[config.mk]
export PLATFORM = sky130hd
export DESIGN_NAME = userio_osd_spi_master
export DESIGN_NICKNAME = d
export VERILOG_FILES = /design/src/rtl/userio_osd_spi_master.sv
export SDC_FILE = /design/constraint.sdc
export NUM_CORES = 1
export LEC_CHECK = 0
export BUFFER_PORTS_ARGS = -buffer_cell sky130_fd_sc_hd__buf_4
export CORE_UTILIZATION = 40
export DETAILED_ROUTE_END_ITERATION = 8
export PLACE_DENSITY = 0.62
export SYNTH_ARGS = -nofsm -noshare
export SYNTH_HDL_FRONTEND = slang
export SYNTH_SLANG_ARGS = --single-unit
[constraint.sdc]
create_clock -name clk -period 3.1 [get_ports clk]
set_input_delay 0.465 -clock clk [delete_from_list [all_inputs] [get_ports clk]]
set_output_delay 0.465 -clock clk [all_outputs]
set_load 0.05 [all_outputs]
[src/rtl/userio_osd_spi_master.sv]
// Byte-push SPI master for the OSD/user-IO slave: mode 3 bus (sck idles high,
// sdo changes on sck falling, both ends sample on sck rising), MSB first.
module userio_osd_spi_master #(
    parameter int DIV      = 4,
    parameter int CS_SETUP = 1,
    parameter int CS_GAP   = 2
) (
    input  logic       clk,
    input  logic       reset,
    input  logic       tx_valid,
    input  logic [7:0] tx_data,
    input  logic       tx_last,
    output logic       tx_ready,
    output logic       rx_valid,
    output logic [7:0] rx_data,
    output logic       busy,
    output logic       _scs,
    output logic       sck,
    output logic       sdo,
    input  logic       sdi
);
    localparam int HCW = $clog2(DIV);

    typedef enum logic [2:0] {
        S_IDLE, S_SETUP, S_LOW, S_HIGH, S_BYTE, S_HOLD, S_GAP
    } state_t;

    state_t         state_q, state_d;
    logic [HCW-1:0] hc_q, hc_d;
    logic [7:0]     ph_q, ph_d;
    logic [2:0]     bit_q, bit_d;
    logic [7:0]     shreg_q, shreg_d;
    logic [6:0]     rxsh_q, rxsh_d;
    logic           last_q, last_d;
    logic           armed_q;
    logic           scs_q, scs_d;
    logic           sck_q, sck_d;
    logic           sdo_q, sdo_d;
    logic           rx_valid_q, rx_valid_d;
    logic [7:0]     rx_data_q, rx_data_d;
    logic           sdi_meta_q, sdi_sync_q;

    logic hc_wrap, timed, accept;

    assign hc_wrap  = (hc_q == HCW'(DIV - 1));
    assign timed    = (state_q != S_IDLE) && (state_q != S_BYTE);
    // armed_q keeps tx_ready low while reset is held and for the release edge
    assign tx_ready = armed_q && ((state_q == S_IDLE) || ((state_q == S_BYTE) && !last_q));
    assign accept   = tx_valid && tx_ready;

    assign busy     = !scs_q || (state_q == S_GAP);
    assign _scs     = scs_q;
    assign sck      = sck_q;
    assign sdo      = sdo_q;
    assign rx_valid = rx_valid_q;
    assign rx_data  = rx_data_q;

    always_comb begin
        state_d    = state_q;
        hc_d       = timed ? (hc_wrap ? '0 : hc_q + HCW'(1)) : '0;
        ph_d       = ph_q;
        bit_d      = bit_q;
        shreg_d    = shreg_q;
        rxsh_d     = rxsh_q;
        last_d     = last_q;
        scs_d      = scs_q;
        sck_d      = sck_q;
        sdo_d      = sdo_q;
        rx_valid_d = 1'b0;
        rx_data_d  = rx_data_q;
        unique case (state_q)
            S_IDLE: begin
                if (accept) begin
                    shreg_d = tx_data;
                    last_d  = tx_last;
                    scs_d   = 1'b0;
                    state_d = S_SETUP;
                end
            end
            S_SETUP: begin
                if (hc_wrap) begin
                    if (ph_q == 8'(CS_SETUP - 1)) begin
                        ph_d    = '0;
                        bit_d   = 3'd7;
                        sck_d   = 1'b0;
                        sdo_d   = shreg_q[7];
                        state_d = S_LOW;
                    end else begin
                        ph_d = ph_q + 8'd1;
                    end
                end
            end
            S_LOW: begin
                if (hc_wrap) begin
                    sck_d   = 1'b1;
                    state_d = S_HIGH;
                end
            end
            S_HIGH: begin
                // sample on the last cycle so the synchronised sdi has settled
                if (hc_wrap) begin
                    rxsh_d  = {rxsh_q[5:0], sdi_sync_q};
                    shreg_d = {shreg_q[6:0], 1'b0};
                    if (bit_q != 3'd0) begin
                        bit_d   = bit_q - 3'd1;
                        sck_d   = 1'b0;
                        sdo_d   = shreg_q[6];
                        state_d = S_LOW;
                    end else begin
                        rx_data_d  = {rxsh_q, sdi_sync_q};
                        rx_valid_d = 1'b1;
                        state_d    = S_BYTE;
                    end
                end
            end
            S_BYTE: begin
                if (last_q) begin
                    state_d = S_HOLD;
                end else if (accept) begin
                    shreg_d = tx_data;
                    last_d  = tx_last;
                    bit_d   = 3'd7;
                    sck_d   = 1'b0;
                    sdo_d   = tx_data[7];
                    state_d = S_LOW;
                end
            end
            S_HOLD: begin
                if (hc_wrap) begin
                    scs_d   = 1'b1;
                    sdo_d   = 1'b0;
                    state_d = S_GAP;
                end
            end
            S_GAP: begin
                if (hc_wrap) begin
                    if (ph_q == 8'(CS_GAP - 1)) begin
                        ph_d    = '0;
                        state_d = S_IDLE;
                    end else begin
                        ph_d = ph_q + 8'd1;
                    end
                end
            end
            default: state_d = S_IDLE;
        endcase
    end

    always_ff @(posedge clk) begin
        if (reset) begin
            state_q    <= S_IDLE;
            hc_q       <= '0;
            ph_q       <= '0;
            bit_q      <= '0;
            shreg_q    <= '0;
            rxsh_q     <= '0;
            last_q     <= 1'b0;
            armed_q    <= 1'b0;
            scs_q      <= 1'b1;
            sck_q      <= 1'b1;
            sdo_q      <= 1'b0;
            rx_valid_q <= 1'b0;
            rx_data_q  <= '0;
            sdi_meta_q <= 1'b0;
            sdi_sync_q <= 1'b0;
        end else begin
            state_q    <= state_d;
            hc_q       <= hc_d;
            ph_q       <= ph_d;
            bit_q      <= bit_d;
            shreg_q    <= shreg_d;
            rxsh_q     <= rxsh_d;
            last_q     <= last_d;
            armed_q    <= 1'b1;
            scs_q      <= scs_d;
            sck_q      <= sck_d;
            sdo_q      <= sdo_d;
            rx_valid_q <= rx_valid_d;
            rx_data_q  <= rx_data_d;
            sdi_meta_q <= sdi;
            sdi_sync_q <= sdi_meta_q;
        end
    end
endmodule

==> results.txt <==
Synthesis-stage register bit count - 47
Commonest non-fill, non-tap cells in the layout - 57 x nand2_1, 47 x dfxtp_1, 26 x buf_4
Yosys top cell by area - dfxtp_1
Leakage - 0.944 nW
Hold path cells - 2
Unrepaired setup endpoints after global routing - no
Worst-Skew Late Latency - 0.30 ns
Met1 Use GR - 0.212
Clock sinks - 47
Crit path DAT - 2.37 ns
Die width - 77.6 um
Clk pin slew, worst setup/hold paths - 0.09 ns
Area delta synth->final - 10.8%
Final setup fails - 0
CP Launch Point - state_q[1]
CTS Buffer Depth - 2
Post-Route WL - 4.44 mm
Top cell type's share of synthesized area - 0.411
Die H - 77.6 um
Worst slew pin tran - 0.609 ns
GRT Residual Overflow - 0
Yosys warning count - 0
Post-DP HPWL - 3.03 mm
Commonest non-fill, non-tap cell in the layout - nand2_1
Vias per inst - 5.22
First drt pass iteration count - 4
Max-Cap Viols - 0
Top post-synthesis cells by area - dfxtp_1 41%, nand2_1 9.3%, a21oi_1 5.2%
TNS Setup - 0 ns
Met3 usage - 0.0376
Clk_skew - 0.00858 ns
Starting Density - 0.416
Hold wc startpoint - sdi
Crit share post-route - 0.706
Cts hold-fix bufs - 0
PortBufs - 26
Post-CTS Setup Inserts - 0
Mean Syn Cell Area - 8.48 sq um
RR Startpoint - state_q[1]
Final net count - 305
Max-slew violations - 0
Ant diodes - 0
Status - finished clean
CP Max Fanout - 18
GRT Overall Usage - 0.159
Max H-tree Level - 2
Cell Rows - 27
Initial antenna violation count - 0
R2r setup slk - 0.91 ns
Largest net degree at the start of global routing - 37
Total design power - 1.67 mW
Met2 GRT Util - 0.242
Busiest grt layer - met2
Clock root buffer - clkbuf_8
ANT nets after route - 0
Final Critical Period - 2.19 ns
Place WS - 0.907 ns
Synthesized area - 2290 sq um
Filler Cells Inserted - 560
Reg2Reg Capture Point - rx_data[1]
Required time of the worst setup path - 3.28 ns
Slew headroom - 0.594
Hold crit path type - in2reg
Power Dens Cells - 658 nW/um^2
Peak supply drop - 0.381 mV
Crit. End Element - register
Syn Nets - 289
Detailed Route Iter0 Violations - 83
Crit Path Class - reg2reg
CTS Buf Count - 5
Layout cells sized above 1 - 0.154
Global placement routability congestion - 0.795
DRC viols - 0
First-pass GRT wire length - 7.66 mm
Post-DR wirelength/cell - 12.4 um
CP startpoint kind - register
Achievable Freq - 457 MHz
Vias in the first global route - 1683
Core area - 5510 sq um
Final worst slack - 0.912 ns
TritonCTS clock tree - done
Reg2Reg Depth - 5
Via count - 1867
Worst Hold Path EP - sdi_meta_q
Post-CTS Resized - 0
# IOs - 27
Post-Syn Instances - 270
Synth cell types - 55
Final Hold Fails - 0
Die area - 6030 sq um
Seq/Total Area, Yosys - 0.411
==> synthesized netlist by cell type (all sizes together) <==
master / count
a211o: 1
a211oi: 1
a21boi: 2
a21oi: 24
a221o: 1
a221oi: 3
a22o: 1
a311oi: 8
a31oi: 3
a32oi: 1
and2: 3
and2b: 1
and3: 4
and3b: 2
buf: 12
clkbuf: 5
clkinv: 1
dfxtp: 47
ha: 6
inv: 10
mux2i: 1
nand2: 58
nand2b: 3
nand3: 5
nand4: 4
nor2: 24
nor2b: 4
nor3: 3
nor3b: 3
nor4: 2
nor4b: 1
o211ai: 1
o21a: 1
o21ai: 8
o221ai: 1
o311ai: 1
o31a: 1
o31ai: 4
o32ai: 2
or3: 1
xnor2: 3
xor2: 3
==> power by group <==
| part | internal, mW | switching, mW |
|---|---|---|
| clock | 0.236 | 0.206 |
| combinational | 0.182 | 0.301 |
| sequential | 0.668 | 0.0755 |
==> cell type report <==
cell class	count	area, sq um	share of cell area
Timing Repair Buffer	26	195	0.0770
Sequential cell	47	941	0.371
Multi-Input combinational cell	195	1160	0.458
Tap cell	72	90.1	0.0355
Clock inverter	2	37.5	0.0148
Inverter	11	41.3	0.0163
Clock buffer	5	68.8	0.0271
==> cells by family (layout without fill, tap and decap cells) <==
group,Yosys count,after routing,synth area share
compound gates,64,64,0.198
simple gates,118,118,0.249
xor+xnor,6,6,0.0230
flops,47,47,0.411
buf+inv,28,44,0.0815
mux,1,1,0.00437
fa+ha+maj,6,6,0.0328
==> sequential cells by signal (all words and copies together), names as in the netlist <==
signal and cells:
_scs 1, armed_q 1, bit_q 3, hc_q 2, last_q 1, ph_q 8
rx_data 8, rx_valid 1, rxsh_q 7, sck 1, sdi_meta_q 1, sdi_sync_q 1
sdo 1, shreg_q 8, state_q 3
==> stage by stage <==
step	cells	instance area [sq um]	utilization	hold slack, ns
after CTS	358	2530	0.460	0.370
final	358	2530	0.460	0.375
after global routing	358	2530	0.460	0.379
after floorplan	270	2290	-	0.407
after global placement	351	2430	0.441	0.418
after detailed placement	351	2430	0.441	0.426
==> worst max-delay path: stages (launching register included) <==
cell	delay (ns)
dfxtp_1	0.71
and3b_1	0.60
and2_1	0.37
nand2_2	0.19
nand2_1	0.12
a21oi_1	0.07
==> worst max path at each step <==
stage | cells past startpoint | to
floorplan | 8 | sck
global placement | 4 | ph_q[0]
detailed placement | 5 | rx_data[1]
CTS | 5 | rx_data[1]
global route | 5 | rx_data[7]
finish | 5 | rx_data[1]
==> per-layer routing <==
metal	wire, um	up-vias
met5	0	-
met4	66	0
met3	202	8
met2	2040	41
met1	2130	852
li1	-	966
(Power assumes the default switching activity.)
